--- config.mk ---
export PLATFORM = sky130hd
export DESIGN_NAME = fetch_stage_flat
export DESIGN_NICKNAME = d
export VERILOG_FILES = /design/src/rtl/cpu_pkg.sv /design/src/rtl/fetch_stage_if.sv /design/src/rtl/fetch_stage_branch_target_calc.sv /design/src/rtl/fetch_stage.sv /design/src/flat_wrapper.sv
export SDC_FILE = /design/constraint.sdc
export NUM_CORES = 1
export LEC_CHECK = 0
export CORE_MARGIN = 2
export CORE_UTILIZATION = 32
export DETAILED_ROUTE_END_ITERATION = 16
export GPL_TIMING_DRIVEN = 0
export SETUP_SLACK_MARGIN = 0.1
export SYNTH_ARGS = -nofsm -noshare
export SYNTH_HDL_FRONTEND = slang
export SYNTH_SLANG_ARGS = --single-unit
--- constraint.sdc ---
create_clock -name clk -period 4 [get_ports clk]
set_clock_uncertainty 0.15 [all_clocks]
set_input_delay 0.6 -clock clk [delete_from_list [all_inputs] [get_ports clk]]
set_output_delay 0.6 -clock clk [all_outputs]
set_load 0.005 [all_outputs]
--- src/rtl/cpu_pkg.sv ---
// Shared CPU front-end types: fetch FSM states, instruction field positions and a field slicer.
package cpu_pkg;

  localparam int INSTR_W    = 32;
  localparam int PC_INC     = 4;
  localparam int OPCODE_MSB = 31;
  localparam int RS_MSB     = 25;
  localparam int RT_MSB     = 20;
  localparam int RD_MSB     = 15;
  localparam int IMM_W      = 16;
  localparam int OPCODE_W   = 6;
  localparam int REG_W      = 5;

  typedef enum logic [1:0] {
    IDLE = 2'd0,
    REQ  = 2'd1,
    HOLD = 2'd2,
    ERR  = 2'd3
  } fetch_state_t;

  typedef struct packed {
    logic [OPCODE_W-1:0] opcode;
    logic [REG_W-1:0]    rs;
    logic [REG_W-1:0]    rt;
    logic [REG_W-1:0]    rd;
    logic [IMM_W-1:0]    imm16;
  } instr_fields_t;

  function automatic instr_fields_t decode_fields(input logic [INSTR_W-1:0] w);
    instr_fields_t f;
    f.opcode = w[OPCODE_MSB -: OPCODE_W];
    f.rs     = w[RS_MSB -: REG_W];
    f.rt     = w[RT_MSB -: REG_W];
    f.rd     = w[RD_MSB -: REG_W];
    f.imm16  = w[IMM_W-1:0];
    return f;
  endfunction

endpackage

--- src/rtl/fetch_stage_if.sv ---
// Fetch stage bundle: instruction-memory req/ack port plus the decode-facing held instruction.
interface fetch_stage_if;
  import cpu_pkg::*;

  logic                imem_req;
  logic [31:0]         imem_addr;
  logic                imem_ack;
  logic [INSTR_W-1:0]  imem_rdata;
  logic                instr_valid;
  logic                decode_ready;
  logic [INSTR_W-1:0]  instr;
  logic [31:0]         instr_pc;
  logic [OPCODE_W-1:0] opcode;
  logic [REG_W-1:0]    rs;
  logic [REG_W-1:0]    rt;
  logic [REG_W-1:0]    rd;
  logic [IMM_W-1:0]    imm16;
  logic                redirect_valid;
  logic [31:0]         redirect_offset;
  logic                fetch_err;

  modport master (
    output imem_req, imem_addr, instr_valid, instr, instr_pc,
           opcode, rs, rt, rd, imm16, fetch_err,
    input  imem_ack, imem_rdata, decode_ready, redirect_valid, redirect_offset
  );

  modport slave (
    input  imem_req, imem_addr, instr_valid, instr, instr_pc,
           opcode, rs, rt, rd, imm16, fetch_err,
    output imem_ack, imem_rdata, decode_ready, redirect_valid, redirect_offset
  );

endinterface

--- src/rtl/fetch_stage_branch_target_calc.sv ---
// Next-PC adder: sequential PC, or PC+4 plus the word-scaled sign-extended offset when taken.
module branch_target_calc
  import cpu_pkg::*;
(
  input  logic [31:0] instr_pc_i,
  input  logic        taken_i,
  input  logic [31:0] offset_i,
  output logic [31:0] target_o
);

  logic [31:0] seq_pc;

  // Modulo-2^32 arithmetic; the shift drops the offset's top two bits.
  assign seq_pc   = instr_pc_i + 32'(PC_INC);
  assign target_o = taken_i ? (seq_pc + (offset_i << 2)) : seq_pc;

endmodule

--- src/rtl/fetch_stage.sv ---
// Instruction fetch: owns the PC, fetches one word per req/ack, holds it for decode.
// Optional FETCH_TIMEOUT_EN adds an ack timeout that parks the stage in a sticky error state.
module fetch_stage
  import cpu_pkg::*;
#(
  parameter logic [31:0] RESET_PC       = 32'h0000_0000,
  parameter int          TIMEOUT_CYCLES = 16
) (
  input  logic           clk,
  input  logic           rst_n,
  fetch_stage_if.master  bus
);

  fetch_state_t       state_q, state_d;
  logic [31:0]        pc_q, pc_d;
  logic [INSTR_W-1:0] instr_q, instr_d;
  logic [31:0]        instr_pc_q, instr_pc_d;
  logic [31:0]        target;
  instr_fields_t      fields;

  branch_target_calc u_btc (
    .instr_pc_i (instr_pc_q),
    .taken_i    (bus.redirect_valid),
    .offset_i   (bus.redirect_offset),
    .target_o   (target)
  );

`ifdef FETCH_TIMEOUT_EN
  localparam int CNT_W = $clog2(TIMEOUT_CYCLES + 1);

  logic [CNT_W-1:0] tmo_cnt_q, tmo_cnt_d;
  logic             timeout_hit;

  // Hit on the last allowed REQ cycle; an ack in that same cycle still wins.
  assign timeout_hit = (tmo_cnt_q == CNT_W'(TIMEOUT_CYCLES - 1));

  always_comb begin
    tmo_cnt_d = '0;
    if (state_q == REQ && !bus.imem_ack) tmo_cnt_d = tmo_cnt_q + CNT_W'(1);
  end

  always_ff @(posedge clk) begin
    if (!rst_n) tmo_cnt_q <= '0;
    else        tmo_cnt_q <= tmo_cnt_d;
  end
`endif

  always_ff @(posedge clk) begin
    if (!rst_n) begin
      state_q    <= IDLE;
      pc_q       <= RESET_PC;
      instr_q    <= '0;
      instr_pc_q <= '0;
    end else begin
      state_q    <= state_d;
      pc_q       <= pc_d;
      instr_q    <= instr_d;
      instr_pc_q <= instr_pc_d;
    end
  end

  always_comb begin
    state_d = state_q;
    unique case (state_q)
      IDLE: state_d = REQ;
      REQ: begin
        if (bus.imem_ack) state_d = HOLD;
`ifdef FETCH_TIMEOUT_EN
        else if (timeout_hit) state_d = ERR;
`endif
      end
      HOLD: if (bus.decode_ready) state_d = REQ;
      default: state_d = state_q;
    endcase
  end

  // Acks and redirects are only meaningful in REQ and HOLD respectively.
  always_comb begin
    pc_d       = pc_q;
    instr_d    = instr_q;
    instr_pc_d = instr_pc_q;
    if (state_q == REQ && bus.imem_ack) begin
      instr_d    = bus.imem_rdata;
      instr_pc_d = pc_q;
    end
    if (state_q == HOLD && bus.decode_ready) pc_d = target;
  end

  assign fields = decode_fields(instr_q);

  always_comb begin
    bus.imem_req    = (state_q == REQ);
    bus.imem_addr   = pc_q;
    bus.instr_valid = (state_q == HOLD);
    bus.instr       = instr_q;
    bus.instr_pc    = instr_pc_q;
    bus.opcode      = fields.opcode;
    bus.rs          = fields.rs;
    bus.rt          = fields.rt;
    bus.rd          = fields.rd;
    bus.imm16       = fields.imm16;
`ifdef FETCH_TIMEOUT_EN
    bus.fetch_err   = (state_q == ERR);
`else
    bus.fetch_err   = 1'b0;
`endif
  end

endmodule

--- src/flat_wrapper.sv ---
// flat-port wrapper written by rule: the top's interface ports become plain ports
module fetch_stage_flat import cpu_pkg::*;
#(
  parameter logic [31:0] RESET_PC       = 32'h0000_0000,
  parameter int          TIMEOUT_CYCLES = 16
)
  (clk, rst_n, bus_imem_req, bus_imem_addr, bus_instr_valid, bus_instr, bus_instr_pc, bus_opcode, bus_rs, bus_rt, bus_rd, bus_imm16, bus_fetch_err, bus_imem_ack, bus_imem_rdata, bus_decode_ready, bus_redirect_valid, bus_redirect_offset);
  fetch_stage_if bus_i ();
  input  logic clk;
  input  logic rst_n;
  output wire logic [$bits(bus_i.imem_req)-1:0] bus_imem_req;
  output wire logic [$bits(bus_i.imem_addr)-1:0] bus_imem_addr;
  output wire logic [$bits(bus_i.instr_valid)-1:0] bus_instr_valid;
  output wire logic [$bits(bus_i.instr)-1:0] bus_instr;
  output wire logic [$bits(bus_i.instr_pc)-1:0] bus_instr_pc;
  output wire logic [$bits(bus_i.opcode)-1:0] bus_opcode;
  output wire logic [$bits(bus_i.rs)-1:0] bus_rs;
  output wire logic [$bits(bus_i.rt)-1:0] bus_rt;
  output wire logic [$bits(bus_i.rd)-1:0] bus_rd;
  output wire logic [$bits(bus_i.imm16)-1:0] bus_imm16;
  output wire logic [$bits(bus_i.fetch_err)-1:0] bus_fetch_err;
  input wire logic [$bits(bus_i.imem_ack)-1:0] bus_imem_ack;
  input wire logic [$bits(bus_i.imem_rdata)-1:0] bus_imem_rdata;
  input wire logic [$bits(bus_i.decode_ready)-1:0] bus_decode_ready;
  input wire logic [$bits(bus_i.redirect_valid)-1:0] bus_redirect_valid;
  input wire logic [$bits(bus_i.redirect_offset)-1:0] bus_redirect_offset;
  assign bus_imem_req = bus_i.imem_req;
  assign bus_imem_addr = bus_i.imem_addr;
  assign bus_instr_valid = bus_i.instr_valid;
  assign bus_instr = bus_i.instr;
  assign bus_instr_pc = bus_i.instr_pc;
  assign bus_opcode = bus_i.opcode;
  assign bus_rs = bus_i.rs;
  assign bus_rt = bus_i.rt;
  assign bus_rd = bus_i.rd;
  assign bus_imm16 = bus_i.imm16;
  assign bus_fetch_err = bus_i.fetch_err;
  assign bus_i.imem_ack = bus_imem_ack;
  assign bus_i.imem_rdata = bus_imem_rdata;
  assign bus_i.decode_ready = bus_decode_ready;
  assign bus_i.redirect_valid = bus_redirect_valid;
  assign bus_i.redirect_offset = bus_redirect_offset;
  fetch_stage #(.RESET_PC(RESET_PC), .TIMEOUT_CYCLES(TIMEOUT_CYCLES)) u_core (.clk(clk), .rst_n(rst_n), .bus(bus_i));
endmodule
==> flow_metrics.py <==
metrics = {
    "run_status": {
        "outcome": "finished, final reports clean",
    },
    "critical_path": {
        "crit_arrival_ns": 3.86,
        "critPathKind": "flop to flop",
        "cp_cell_sequence": "and4_4 -> nand4_4 -> or3_4 -> nor3_4 -> xor2_1 -> buf_4 -> buf_4 -> ha_4 -> nand2_2 -> or3_4 -> a21o_1 -> o311ai_2 -> mux2i_1 -> o41ai_2",
        "critPathCaptureType": "flop",
        "slowest_delay_ns": 0.45,
        "required_ns": 4.11,
        "slowest_stage": "or3_4",
        "path_max_fanout": 4,
        "cp-start-kind": "flop",
    },
    "die": {
        "design.die.area_mm2": 0.02060,
        "rows": 51,
        "core_mm2": 0.01927,
        "fp.dieW_um": 143.5,
        "pin_count": 205,
        "initial_core_util_pct": 32.33,
        "die_h_um": 143.5,
    },
    "sta": {
        "fin_ws_ns": 0.2406,
        "period_needed_ns": 3.759,
        "setup-violations-final": 0,
        "max_freq_mhz": 266.0,
        "hold_violations": 0,
        "relSlewSlack_pct": 44.98,
        "slew_viol_final": 0,
        "period_share_pct": 93.98,
        "rsz0062_at_grt": "false",
        "tns_ns": 0,
        "tightest_slew_ns": 0.8252,
    },
    "synthesis": {
        "syn_inst": 812,
        "yosys_warnings": 0,
        "synth_fp_nets": 919,
        "ys_seq_area_share_pct": 31.49,
        "synth_area_mm2": 0.006230,
        "synthArstFlopShare_pct": 0,
        "synth-seq-cells": 98,
        "synth_flop_cell": "dfxtp_1",
        "synth-edff-count": 0,
        "syn_area_per_cell_um2": 7.672,
        "ys_types": 66,
    },
    "cts": {
        "cts_htree_levels": 3,
        "clock_sink_count": 98,
        "clk_pin_slew_ns": 0.07,
        "cts_root_buffer": "clkbuf_16",
        "cts_buffers": 9,
        "ctsHoldBuffers": 0,
        "tritoncts": "done",
        "cts_buffer_depth": 2,
        "clock_latency_ns": 0.35,
    },
    "global_route": {
        "antenna_found_initial": 0,
        "first_global_vias": 6100,
        "grt_overflow": 0,
        "grt_max_degree": 17,
        "grt.total_usage_pct": 21.39,
        "grt_first_pass_wirelength_mm": 33.93,
    },
    "route": {
        "drcViolationCount": 0,
        "viasPerCell": 5.067,
        "routedWlPerCell_um": 17.45,
        "ant_nets": 0,
        "routed-via-count": 6668,
        "wl_mm": 22.96,
        "drtIter0Drc": 374,
        "first_pass_iters": 5,
    },
    "power": {
        "intPower_mw": 1.733,
        "p_clk_share_pct": 38.2,
        "power_mw": 2.368,
        "p_leak_nw": 3.638,
        "swShare_pct": 26.79,
        "power_density_mw_per_mm2": 253.2,
        "vdd_drop_max_v": 0.0001974,
        "pwr-share-comb_pct": 18.4,
        "switchingPower_mw": 0.6344,
        "seqPwrFrac_pct": 43.3,
    },
    "layout": {
        "fillCellCount": 1949,
        "drive_above_1_share_pct": 14.27,
        "area_growth_pct": 50.07,
        "n_antenna_cell": 0,
        "nets": 1153,
    },
    "placement": {
        "place_worst_setup_slack_ns": -0.5212,
        "gp_congestion": 0.8746,
        "port_buffers": 200,
        "hpwl_mm": 17.36,
    },
    "hold_path": {
        "hold_class": "flop to flop",
    },
    "flow_run": {
        "max_cap_violations": 0,
    },
}
## worst paths after layout
check	startpoint	endpoint	slack [ns]	cells after the start
min reg2reg	u_core.bus.imem_addr[6]	u_core.bus.instr_pc[6]	0.32	2
max reg2reg	u_core.bus.instr_pc[14]	u_core.bus.imem_addr[30]	0.24	14
max	u_core.bus.instr_pc[14]	u_core.bus.imem_addr[30]	0.24	14
min	u_core.bus.imem_addr[6]	u_core.bus.instr_pc[6]	0.32	2
## flip-flops by register name, indices dropped and copies added (netlist names)
register              flops
u_core.state_q            2
u_core.bus.instr         32
u_core.bus.imem_addr     32
u_core.bus.instr_pc      32
## worst max-delay path, delay by kind of cell, from the launching register on
| family | cells | cell delay, ns |
|---|---|---|
| compound gates | 3 | 0.84 |
| xor+xnor | 1 | 0.08 |
| fa+ha+maj | 1 | 0.28 |
| buf+inv | 2 | 0.31 |
| flops | 1 | 0.36 |
| mux | 1 | 0.15 |
| simple gates | 6 | 1.49 |
## area by class of cell
| cell class | instances | area (um^2) | share of cell area [%] |
|---|---|---|---|
| multi-input combinational | 616 | 4010 | 42.89 |
| timing repair buffer | 223 | 2178 | 23.30 |
| sequential | 98 | 1994 | 21.33 |
| buffer | 82 | 469.2 | 5.019 |
| tap | 265 | 331.6 | 3.547 |
| clock buffer | 11 | 242.7 | 2.596 |
| clock inverter | 5 | 62.56 | 0.6692 |
| inverter | 16 | 60.06 | 0.6424 |
## stage by stage
step                utilization, %  cells  instance area (um^2)  hold WS (ns)
finish                       48.51   1316                  9349        0.3192
CTS                          46.64   1298                  8989        0.3130
detailed placement           44.44   1277                  8563        0.3108
floorplan                        -    812                  6230        0.2955
global placement             44.44   1277                  8563        0.3081
global route                 48.51   1316                  9349        0.3393
## synthesized netlist by cell type (5+ instances only)
| cell type | instances | share of area, % |
|---|---|---|
| o21ai_0 | 23 | 1.8 |
| and3_1 | 9 | 0.90 |
| o211ai_1 | 5 | 0.60 |
| nand2_1 | 177 | 11 |
| a31oi_1 | 5 | 0.50 |
| or3_1 | 6 | 0.60 |
| dfxtp_1 | 98 | 31 |
| a311oi_1 | 6 | 0.84 |
| buf_1 | 6 | 0.36 |
| ha_1 | 37 | 7.4 |
| nand4_1 | 10 | 1.0 |
| xor2_1 | 10 | 1.4 |
| a21o_1 | 18 | 2.2 |
| nor3_1 | 9 | 0.72 |
| a211oi_1 | 13 | 1.6 |
| mux2i_1 | 8 | 1.3 |
| a211o_1 | 8 | 1.1 |
| nor2_1 | 35 | 2.1 |
| buf_4 | 40 | 4.8 |
| clkbuf_1 | 34 | 2.0 |
| inv_1 | 15 | 0.90 |
| xnor2_1 | 33 | 4.6 |
| nand3_1 | 19 | 1.5 |
| a21oi_1 | 119 | 9.6 |
## per-layer routing
layer | GRT usage, % | share of wire (%) | vias up
met1 | 28.99 | 44 | 3115
li1 | - | - | 3289
met3 | 3.299 | 5.9 | 36
met5 | 0 | 0 | -
met2 | 34.66 | 47 | 228
met4 | 7.276 | 2.7 | 0
## power groups by stage
stage	logic, mW	clock network (mW)	registers, mW
6_report	0.436	0.905	1.03
5_1_grt	0.475	0.956	1.03
4_1_cts	0.423	0.913	1.03
3_5_place_dp	0.419	0	1.05
3_3_place_gp	0.419	0	1.05
2_1_floorplan	0.196	0	1.05
## cell usage in the layout, fill, tap and decap left out, types with 4 or more instances in the layout
master and instances:
clkdlybuf4s50_1 200, nand2_1 176, a21oi_1 114, dfxtp_1 88
buf_4 62, clkbuf_1 33, nor2_1 31, ha_1 31
xnor2_1 30, o21ai_0 22, nand3_1 19, a21o_1 18
inv_1 15, a211oi_1 12, nand4_1 10, and3_1 9
clkbuf_16 9, xor2_1 8, a211o_1 8, mux2i_1 8
dfxtp_4 8, buf_1 6, nor3_1 6, a21oi_2 5
o211ai_1 5, a311oi_1 5, and2_1 4, or3_1 4
o21ai_1 4, a31oi_1 4
## timing repair
item                                    4_1_cts  5_1_grt
endpoints found under the setup margin       14       10
buffers inserted                              5       18
gates resized for setup                      27       48
pin swaps                                     4       21
## kinds of logic after synthesis
kind of cell	after synthesis	share of synthesized area, %
fa+ha+maj	38	7.753
xor+xnor	43	6.045
compound gates	235	23.90
simple gates	291	21.11
other cells	1	0.06020
mux	8	1.285
flops	98	31.49
buf+inv	98	8.355
No activity file was read; power rests on OpenSTA's default activity.
